## src/rtl/pmem_burst_adapter.sv

```systemverilog
// Line-to-burst adapter: splits one 256-bit line transfer into 64-bit pmem beats and reassembles reads.
// Optional statistics counters are enabled by defining PMEM_ADAPTER_STATS_EN.
module pmem_burst_adapter #(
   parameter int LINE_W = 256,
   parameter int BEAT_W = 64,
   parameter int ADDR_W = 32
) (
   input  logic              clk,
   input  logic              rst_n,
   input  logic              line_read,
   input  logic              line_write,
   input  logic [ADDR_W-1:0] line_address,
   input  logic [LINE_W-1:0] line_wdata,
   output logic [LINE_W-1:0] line_rdata,
   output logic              line_resp,
   output logic              bmem_read,
   output logic              bmem_write,
   output logic [ADDR_W-1:0] bmem_address,
   output logic [BEAT_W-1:0] bmem_wdata,
   input  logic [BEAT_W-1:0] bmem_rdata,
   input  logic              bmem_resp
`ifdef PMEM_ADAPTER_STATS_EN
   ,
   output logic [31:0]       stat_reads,
   output logic [31:0]       stat_writes,
   output logic [31:0]       stat_beats
`endif
);

   localparam int BEATS = LINE_W / BEAT_W;
   localparam int CNT_W = (BEATS > 1) ? $clog2(BEATS) : 1;
   localparam int OFF_W = $clog2(LINE_W / 8);
   localparam logic [CNT_W-1:0] LAST = CNT_W'(BEATS - 1);

   typedef enum logic [1:0] {
      IDLE,
      RD_BURST,
      WR_BURST,
      DONE
   } state_t;

   state_t                        state;
   state_t                        next_state;
   logic [CNT_W-1:0]              cnt;
   logic [BEATS-1:0][BEAT_W-1:0]  wline;
   logic [BEATS-1:0][BEAT_W-1:0]  rline;
   logic                          beat_done;
   logic                          last_beat;
   logic                          addr_unused;

   // Offset bits inside a line never reach the narrow port.
   assign addr_unused = ^line_address[OFF_W-1:0];

   assign beat_done  = bmem_resp && ((state == RD_BURST) || (state == WR_BURST));
   assign last_beat  = beat_done && (cnt == LAST);
   assign line_rdata = rline;

   always_ff @(posedge clk or negedge rst_n) begin
      if (!rst_n) begin
         state <= IDLE;
      end else begin
         state <= next_state;
      end
   end

   always_comb begin
      next_state = state;
      case (state)
         IDLE: begin
            if (line_read) begin
               next_state = RD_BURST;
            end else if (line_write) begin
               next_state = WR_BURST;
            end
         end
         RD_BURST: begin
            if (last_beat) begin
               next_state = DONE;
            end
         end
         WR_BURST: begin
            if (last_beat) begin
               next_state = DONE;
            end
         end
         DONE: begin
            next_state = IDLE;
         end
         default: begin
            next_state = IDLE;
         end
      endcase
   end

   always_comb begin
      bmem_read  = 1'b0;
      bmem_write = 1'b0;
      line_resp  = 1'b0;
      bmem_wdata = '0;
      case (state)
         RD_BURST: bmem_read = 1'b1;
         WR_BURST: begin
            bmem_write = 1'b1;
            bmem_wdata = wline[cnt];
         end
         DONE:     line_resp = 1'b1;
         default:  ;
      endcase
   end

   // Request capture and beat bookkeeping; the counter parks on the last beat until DONE clears it.
   always_ff @(posedge clk or negedge rst_n) begin
      if (!rst_n) begin
         cnt          <= '0;
         bmem_address <= '0;
         wline        <= '0;
         rline        <= '0;
      end else begin
         case (state)
            IDLE: begin
               cnt <= '0;
               if (line_read) begin
                  bmem_address <= {line_address[ADDR_W-1:OFF_W], {OFF_W{1'b0}}};
               end else if (line_write) begin
                  bmem_address <= {line_address[ADDR_W-1:OFF_W], {OFF_W{1'b0}}};
                  wline        <= line_wdata;
               end
            end
            RD_BURST: begin
               if (bmem_resp) begin
                  rline[cnt] <= bmem_rdata;
                  if (cnt != LAST) begin
                     cnt <= cnt + CNT_W'(1);
                  end
               end
            end
            WR_BURST: begin
               if (bmem_resp && (cnt != LAST)) begin
                  cnt <= cnt + CNT_W'(1);
               end
            end
            DONE: begin
               cnt <= '0;
            end
            default: begin
               cnt <= '0;
            end
         endcase
      end
   end

`ifdef PMEM_ADAPTER_STATS_EN
   // Saturating activity counters for completed lines and beats.
   always_ff @(posedge clk or negedge rst_n) begin
      if (!rst_n) begin
         stat_reads  <= '0;
         stat_writes <= '0;
         stat_beats  <= '0;
      end else begin
         if (last_beat && (state == RD_BURST) && (stat_reads != 32'hFFFF_FFFF)) begin
            stat_reads <= stat_reads + 32'd1;
         end
         if (last_beat && (state == WR_BURST) && (stat_writes != 32'hFFFF_FFFF)) begin
            stat_writes <= stat_writes + 32'd1;
         end
         if (beat_done && (stat_beats != 32'hFFFF_FFFF)) begin
            stat_beats <= stat_beats + 32'd1;
         end
      end
   end
`endif

endmodule
```

## config.mk

```make
export PLATFORM = sky130hd
export DESIGN_NAME = pmem_burst_adapter
export DESIGN_NICKNAME = d
export VERILOG_FILES = /design/src/rtl/pmem_burst_adapter.sv
export SDC_FILE = /design/constraint.sdc
export NUM_CORES = 1
export LEC_CHECK = 0
export BUFFER_PORTS_ARGS = -buffer_cell sky130_fd_sc_hd__buf_4
export CORE_AREA = 4 4 274 276
export CTS_BUF_LIST = sky130_fd_sc_hd__clkbuf_4 sky130_fd_sc_hd__clkbuf_8
export DETAILED_ROUTE_END_ITERATION = 12
export DIE_AREA = 0 0 278 280
export GPL_TIMING_DRIVEN = 1
export HOLD_SLACK_MARGIN = 0.02
export PLACE_DENSITY_LB_ADDON = 0.08
export SLEW_MARGIN = 20
export SYNTH_ARGS = -nofsm -noshare
export SYNTH_HDL_FRONTEND = slang
export SYNTH_SLANG_ARGS = --single-unit
```

## constraint.sdc

```tcl
create_clock -name clk -period 2.2 [get_ports clk]
set_input_delay 0.22 -clock clk [delete_from_list [all_inputs] [get_ports clk]]
set_output_delay 0.22 -clock clk [all_outputs]
set_load 0.02 [all_outputs]
```

# [Word level (Yosys, flattened, before mapping)]
# Cells that the tools add are included.
# Widths: inputs -> output; s select.
[totals] wordCells=58 regBits=548
[classes] eq_ne=10 n_lt_le_gt_ge=2 bitwise=1 n_addsub=1 mux=19 n_reduce_logical=14
[op_table] operator="$bwmux 256" count=1
[op_table] operator="$mux 64" count=3
[op_table] operator="$bmux 64 s2" count=1
[op_table] operator="$demux 64 s2" count=1
[op_table] operator="$mux 32" count=2
[op_table] operator="$mux 2" count=6
[op_table] operator="$pmux 2 s3" count=2
[op_table] operator="$eq 2x2->1 const B" count=3
[op_table] operator="$ne 2x1->1 const B" count=3
[op_table] operator="$reduce_and 2->1" count=3
[op_table] operator="$reduce_and 3->1" count=2
[op_table] operator="$logic_and 1x1->1" count=4
[op_table] operator="$ne 2x2->1 const B" count=2
[op_table] operator="$reduce_or 2->1" count=2
[op_table] operator="$lt 2x3->1 const B" count=1
[op_table] operator="$mux 1" count=3
[op_table] operator="$ne 3x3->1 const B" count=1
[op_table] operator="$add 2x1->2 const B" count=1
[op_table] operator="$eq 2x1->1 const B" count=1
[op_table] operator="$ge 2x1->1 const B" count=1
[op_table] operator="$logic_not 2->1" count=1
[op_table] operator="$reduce_bool 2->1" count=1
[op_table] operator="$logic_or 1x1->1" count=1
[op_table] operator="$not 1->1" count=1

# [Logic depth before layout (Yosys ltp)]
# Gate-level depths: netlist of run 1.
[logic_depth] depth_word=6 ltp_mapped=7 ltp_nobuf=5

# [Worst setup path after synthesis of run 1]
# No wires, ideal clock.
[synth_path] kind="reg-to-reg" start="register cnt[1]" end="register rline (netlist bit line_rdata[10])" path_buffers=3 synth_period_minus_slack_ns=1.886 required_time_ns=2.075 path_stages_with_launch=8 t_arrival_ns=1.761 setup_slack_ns=0.314 cell_sequence="dfrtp_1 -> buf_2 -> buf_2 -> inv_1 -> ha_1 -> nand3_2 -> buf_2 -> mux2_2"
[synth_via] elab_chain_len=5 word_cells_on_any_way=6
[synth_lines] element="from (decl)" line="44" rtl="logic [CNT_W-1:0] cnt;"
[synth_lines] element="from (signal assigned)" line="133" rtl="cnt <= cnt + CNT_W'(1);"
[synth_lines] element="from (signal assigned)" line="139" rtl="cnt <= cnt + CNT_W'(1);"
[synth_lines] element="$lt 2x3->1 (implied by the code) / $ge 2x1->1 (equally long branches)" line="131" rtl="rline[cnt] <= bmem_rdata;"
[synth_lines] element="$logic_and 1x1->1 (implied by the code)" line="131"
[synth_lines] element="$mux 64 (implied by the code)" line="131"
[synth_lines] element="$demux 64 s2 (*)" line="131"
[synth_lines] element="$bwmux 256 (*)" line="131"
[synth_lines] element="to (signal, indexed assignment)" line="131"
[synth_lines] element="to (decl)" line="46" rtl="logic [BEATS-1:0][BEAT_W-1:0] rline;"
# Mark *: on every way between the ends. The rest lies on a longest branch, timed or not.
# A chain may end at the register's enable or synchronous reset.

# [Worst setup path after layout of run 1]
[layout_path] start="register cnt[0]" end="output bmem_wdata[12]"
[layout_via] elab_chain_len=3
[layout_lines] element="$bmux 64 s2" line="104" rtl="bmem_wdata = wline[cnt];"
[layout_lines] element="$mux 64 (implied by the code)" line="104"
[layout_lines] element="$mux 64" line="100" rtl="case (state)"
[layout_lines] element="to (decl)" line="19" rtl="output logic [BEAT_W-1:0] bmem_wdata,"
# No other way between the ends. The select of a mux whose other input is x is not followed.

==> results of run 1 <==
==> per-stage QoR <==
step | power (uW) | cell area (um^2)
after floorplan | 29300 | 22400
after global placement | 38400 | 29100
after detailed placement | 38700 | 29100
after CTS | 52100 | 35600
after global routing | 54600 | 35700
final | 51700 | 35700
==> cell type report <==
| type | instances | area, um^2 | share of cell area, % |
|---|---|---|---|
| Clock inverter | 16 | 251 | 0.704 |
| Inverter | 4 | 15.0 | 0.0420 |
| Timing Repair Buffer | 1125 | 10200 | 28.4 |
| Clock buffer | 172 | 2070 | 5.78 |
| Antenna cell | 8 | 20.0 | 0.0560 |
| Sequential cell | 543 | 13600 | 38.0 |
| Multi-Input combinational cell | 703 | 8430 | 23.6 |
| Tap cell | 959 | 1200 | 3.36 |
==> synth_stat cells <==
master / instances
a22oi_1: 2
and2_1: 64
buf_2: 35
buf_4: 14
buf_6: 26
clkbuf_1: 8
conb_1: 1
dfrtp_1: 543
ha_1: 10
inv_1: 4
mux2_2: 539
mux2i_1: 5
mux4_2: 64
nand2_1: 4
nand2b_1: 2
nand3_2: 4
nand3b_4: 1
nor2_1: 1
o21ai_0: 1
o21ai_2: 1
==> worst max-delay path, delay by kind of cell (launching register included) <==
kind | cells | cell delay [ps]
buffers and inverters | 3 | 460
and+or+nand+nor | 1 | 170
muxes | 1 | 500
DFF | 1 | 450
==> power breakdown <==
part / internal (uW) / total [uW] / switching [uW] / leakage (uW)
clock network: 6520 / 11000 / 4450 / 0.00123
logic: 12500 / 23200 / 10700 / 0.00896
registers: 15000 / 17500 / 2580 / 0.00668
==> state kept, by name, indices dropped and copies added, names as in the netlist <==
| name | cells |
|---|---|
| line_rdata | 256 |
| bmem_address | 27 |
| state | 2 |
| cnt | 2 |
| wline | 256 |
==> layer usage <==
layer  wire (um)  vias up  global-route usage (%)
met2       39100      513                    33.4
met1       31200     8179                    23.2
met3        6160      135                    7.01
met4        2440        4                    6.84
met5          27        -                       0
li1            -     7127                       -
==> worst max path at each step <==
stage	endpoint	startpoint	slack [ps]	cells past startpoint
floorplan	line_rdata[10]$_DFFE_PN0P_	cnt[1]$_DFFE_PN0P_	310	7
CTS	bmem_wdata[17]	cnt[0]$_DFFE_PN0P_	-450	5
finish	bmem_wdata[12]	cnt[0]$_DFFE_PN0P_	-300	5
global route	bmem_wdata[4]	cnt[0]$_DFFE_PN0P_	-440	5
detailed placement	line_rdata[162]$_DFFE_PN0P_	cnt[0]$_DFFE_PN0P_	110	5
global placement	bmem_wdata[0]	cnt[0]$_DFFE_PN0P_	150	4
==> cell usage in the layout (no fill, tap or decap) <==
cell type,instances
ha_1,8
mux2i_1,5
bufinv_16,5
buf_6,65
inv_12,2
o21ai_0,1
nand2b_1,2
clkinvlp_4,2
dfrtp_4,2
diode_2,8
mux2_2,539
nor2_1,1
and2_4,64
ha_2,1
buf_8,2
dfrtp_1,541
nand3_4,4
ha_4,1
inv_1,4
clkinv_2,4
buf_16,3
nand3b_4,1
clkbuf_8,124
inv_8,3
clkbuf_4,48
mux4_2,64
buf_4,656
o21ai_2,1
conb_1,5
nand2_1,4
clkbuf_16,3
a22oi_1,2
dlygate4sd3_1,360
buf_12,36
==> timing repair <==
action / CTS / global route
resized for setup: 143 / 11
cloned: 2 / 4
pin swaps: 0 / 16
hold buffers: 361 / 0
hold endpoints to repair: 967 / 0
setup buffers: 4 / 1
endpoints found under the setup margin: 65 / 64
==> kinds of logic (layout without fill, tap and decap cells) <==
logic type	after synthesis	in the layout	share of synthesized area [%]
AOI/OAI and AO/OA	4	4	0.128
adders and majority gates	10	10	0.558
buffers and inverters	87	1317	2.76
DFF	543	543	60.6
muxes	608	608	33.7
other	1	13	0.0167
and+or+nand+nor	76	76	2.19
==> impl_metrics.csv, run 1 <==
group,metric,value,unit
placed_design,preCtsSetupSlack,112,ps
floorplanning,initial_utilization,30.9,%
global_route,grt_pass1_wl,117000,um
sta,rsz0062_at_grt,"yes",
route,wl_per_cell,22.3,um
route,drt-initial-drc-count,421,
floorplanning,io_pins,712,
outcome,violations,"setup timing",
placed_design,portBuffers,701,
sta,worst_pin_slew,525,ps
route,via_per_inst,4.52,
yosys,synth-seq-area-share,60.6,%
route,wl,78900,um
power,p_leak,0.0169,uW
yosys,yosysTopAreaCell,"dfrtp_1",
critical_path,slowest_stage,"mux4_2",
critical_path,r2r_slack,120,ps
global_route,grt_start_max_net_pins,92,
layout,fin_nets,2845,
cts,numCtsBuffers,101,
yosys,synthesis.area,0.0224,mm^2
flow_run,drv_cap,0,
global_route,antenna_found_initial,10,
yosys,avgSynthCellArea,16.9,um^2
sta,totalNegativeSetupSlack,-16300,ps
cts,cts_tree,"built",
cts,clock_path_buffers,3,
cts,clkSinkCount,543,
route,antenna_left,0,
critical_path,cp.required,1980,ps
critical_path,worstSetupPathType,"register to primary output",
cts,clock_latency,670,ps
yosys,synth_seq_cells,543,
yosys,yosysUniqueCellTypes,20,
placed_design,place_inst,2963,
layout,fin_cells,3530,
critical_path,start_kind,"register",
sta,finalSetupViolCount,64,
yosys,synthDominantCellAreaShare,60.6,%
critical_path,r2r-end,"state[1]$_DFFE_PN0P_",
layout,syn_to_final_growth,59.5,%
critical_path,reg2reg_depth,6,
critical_path,cp-end-kind,"primary output",
layout,final_util,49.2,%
sta,timing.fmax,400,MHz
floorplanning,rows,99,
global_route,grt_overflow,0,
sta,whs,302,ps
outcome,status,"finished, violations left",
layout,fill_cells,6497,
critical_path,crit_chain,"buf_12 > clkbuf_16 > mux4_2 > and2_4 > buf_6",
cts,clkTransAtPathRegs,60,ps
sta,finalWorstSetupSlack,-298,ps
sta,slew_viol_final,0,
cts,htree_num_levels,3,
yosys,postSynthCellCount,1329,
layout,drive_above_1_share,63.6,%
sta,period_share,114,%
power,peakVddDrop,0.000872,V
global_route,grt_pass1_vias,18400,
min_path,hold_end,"bmem_address[26]$_DFFE_PN0P_",
route,vias,16000,
yosys,yosysWarnings,0,
placed_design,dp_hpwl,55100,um
sta,finalClockSkew,34.7,ps
critical_path,rr_startpoint,"state[0]$_DFFE_PN0P_",
sta,fin_crit,2500,ps
floorplanning,coreArea,0.0726,mm^2
floorplanning,die_y,280,um
sta,relSlewSlack,65.0,%
route,drc,0,
route,dr.pass1.iters,4,
min_path,holdCritPathClass,"primary input to register",
sta,hold_viol,0,
min_path,hold_start,"line_address[26]",
floorplanning,die_w,278,um
critical_path,crit_arrival,2280,ps
min_path,hold_depth,3,
critical_path,worst-path-max-fanout,6,
yosys,yosys-top-cells-area,"dfrtp_1 61%, mux2_2 27%, mux4_2 6.4%",
floorplanning,dieArea,0.0778,mm^2
critical_path,max_stage_delay,500,ps
global_route,gr-usage-all-layers,19.7,%
cts,cts-root-buf,"clkbuf_8",
placed_design,gp_congestion,0.827,
power,power.density,1450,mW/mm^2
Power figures use the tool's default switching activity.
==> run 2, diff against run 1 <==
- SETUP_SLACK_MARGIN: default -> 0.05
==> run 2 against run 1 <==
  * The flow still finishes with violations (setup timing)
  * Sequential share of layout area hardly changed
  * Flip-flop and latch count stayed put
  * Critical path depth stayed put
  * Clock skew is 1.1 ps higher
  * Cell count hardly changed
  * Clock power hardly changed
  * Critical path type unchanged
==> impl_metrics.csv, run 2 (synthesis results as in run 1) <==
group,metric,value,unit
floorplanning,dieArea,0.0778,mm^2
cts,cts_tree,"built",
critical_path,start_kind,"register",
sta,finalWorstSetupSlack,-299,ps
placed_design,preCtsSetupSlack,112,ps
floorplanning,coreArea,0.0726,mm^2
critical_path,r2r_slack,140,ps
critical_path,crit_arrival,2280,ps
sta,rsz0062_at_grt,"yes",
sta,period_share,114,%
layout,fin_nets,2845,
route,wl_per_cell,22.3,um
global_route,gr-usage-all-layers,19.7,%
layout,final_cell_mix,"655 x buf_4, 541 x dfrtp_1, 539 x mux2_2, 360 x dlygate4sd3_1, 124 x clkbuf_8",
power,p_leak,0.0169,uW
sta,finalClockSkew,35.8,ps
critical_path,reg2reg_depth,6,
global_route,grt_pass1_wl,117000,um
route,drc,0,
sta,hold_viol,0,
sta,worst_pin_slew,516,ps
critical_path,worstSetupPathType,"register to primary output",
route,drt-initial-drc-count,450,
critical_path,cp-end-kind,"primary output",
cts,clkTransAtPathRegs,60,ps
floorplanning,die_y,280,um
floorplanning,io_pins,712,
layout,fill_cells,6496,
sta,whs,302,ps
layout,syn_to_final_growth,59.6,%
floorplanning,die_w,278,um
placed_design,portBuffers,701,
route,dr.pass1.iters,4,
global_route,grt_pass1_vias,18400,
sta,slew_viol_final,0,
outcome,violations,"setup timing",
power,power.density,1450,mW/mm^2
cts,clkSinkCount,543,
route,vias,15900,
critical_path,rr_startpoint,"state[1]$_DFFE_PN0P_",
sta,timing.fmax,400,MHz
cts,cts-root-buf,"clkbuf_8",
cts,clock_latency,680,ps
route,wl,78900,um
critical_path,cp.required,1980,ps
critical_path,crit_start,"cnt[0]$_DFFE_PN0P_",
min_path,holdCritPathClass,"primary input to register",
route,antenna_left,0,
critical_path,worstSetupEndpoint,"bmem_wdata[12]",
flow_run,drv_cap,0,
sta,finalSetupViolCount,64,
power,peakVddDrop,0.000872,V
global_route,grt_start_max_net_pins,92,
cts,htree_num_levels,3,
cts,clock_path_buffers,3,
sta,relSlewSlack,65.6,%
critical_path,r2r-end,"state[1]$_DFFE_PN0P_",
layout,drive_above_1_share,63.7,%
outcome,status,"finished, violations left",
global_route,grt_overflow,0,
layout,final_common_cell,"buf_4",
cts,numCtsBuffers,101,
floorplanning,initial_utilization,30.9,%
placed_design,dp_hpwl,55100,um
critical_path,worst-path-max-fanout,6,
placed_design,gp_congestion,0.827,
global_route,antenna_found_initial,10,
sta,fin_crit,2500,ps
floorplanning,rows,99,
route,via_per_inst,4.51,
==> run 2: changes by cell type in the layout (fill, tap and decap cells not counted), sizes merged <==
cell	change
diode	+3
==> run 2: area by class of cell <==
type / instances / area (um^2) / area share [%]
antenna: 11 / 27.5 / 0.0769
clock buffer: 172 / 2070 / 5.78
clock inverter: 16 / 251 / 0.703
inverter: 4 / 15.0 / 0.0420
multi-input combinational: 703 / 8440 / 23.6
sequential: 543 / 13600 / 38.0
tap: 959 / 1200 / 3.35
timing repair buffer: 1125 / 10200 / 28.4
==> run 2: what timing repair did <==
| item | 4_1_cts | 5_1_grt |
|---|---|---|
| pin swaps | 0 | 17 |
| cloned | 2 | 4 |
| hold buffers | 361 | 0 |
| resized for setup | 143 | 15 |
| endpoints found under the setup margin | 65 | 64 |
| setup buffers | 4 | 1 |
| hold endpoints to repair | 967 | 0 |
==> run 2: worst min-delay path by stage <==
stage	startpoint	to	slack, ps	cells after the start
3_3_place_gp	rst_n	wline[53]$_DFFE_PN0P_	160	1
5_1_grt	line_wdata[58]	wline[58]$_DFFE_PN0P_	240	3
4_1_cts	line_address[12]	bmem_address[12]$_DFFE_PN0P_	210	3
3_5_place_dp	rst_n	wline[53]$_DFFE_PN0P_	160	1
2_1_floorplan	rst_n	bmem_address[10]$_DFFE_PN0P_	-80	0
6_report	line_address[26]	bmem_address[26]$_DFFE_PN0P_	300	3
==> run 2: per-layer routing <==
| metal | wire, um | part of all wire (%) | GRT usage, % |
|---|---|---|---|
| met2 | 39100 | 50 | 33.4 |
| met4 | 2440 | 3.1 | 6.84 |
| met5 | 27 | 0.034 | 0 |
| met1 | 31100 | 39 | 23.2 |
| met3 | 6230 | 7.9 | 7.01 |
==> run 2: power breakdown <==
part           internal [uW]  switching [uW]  total (uW)
logic                  12500           10700       23200
registers              15000            2590       17600
clock network           6520            4440       11000
==> run 2: worst max-delay path, stage by stage, from the launching register on <==
cell and delay, ps:
dfrtp_4 450, buf_12 160, clkbuf_16 180, mux4_2 500, and2_4 170, buf_6 120
==> run 2: through the flow <==
| step | instances | instance area [um^2] | util (%) | TNS (ps) | power [uW] |
|---|---|---|---|---|---|
| finish | 3533 | 35800 | 49.3 | -16370 | 51700 |
| global route | 3525 | 35800 | 49.3 | -24370 | 54700 |
| global placement | 2963 | 29100 | 40.1 | 0 | 38400 |
| CTS | 3518 | 35600 | 49.1 | -24850 | 52100 |
| detailed placement | 2963 | 29100 | 40.1 | 0 | 38700 |
| floorplan | 1333 | 22400 | - | 0 | 29300 |
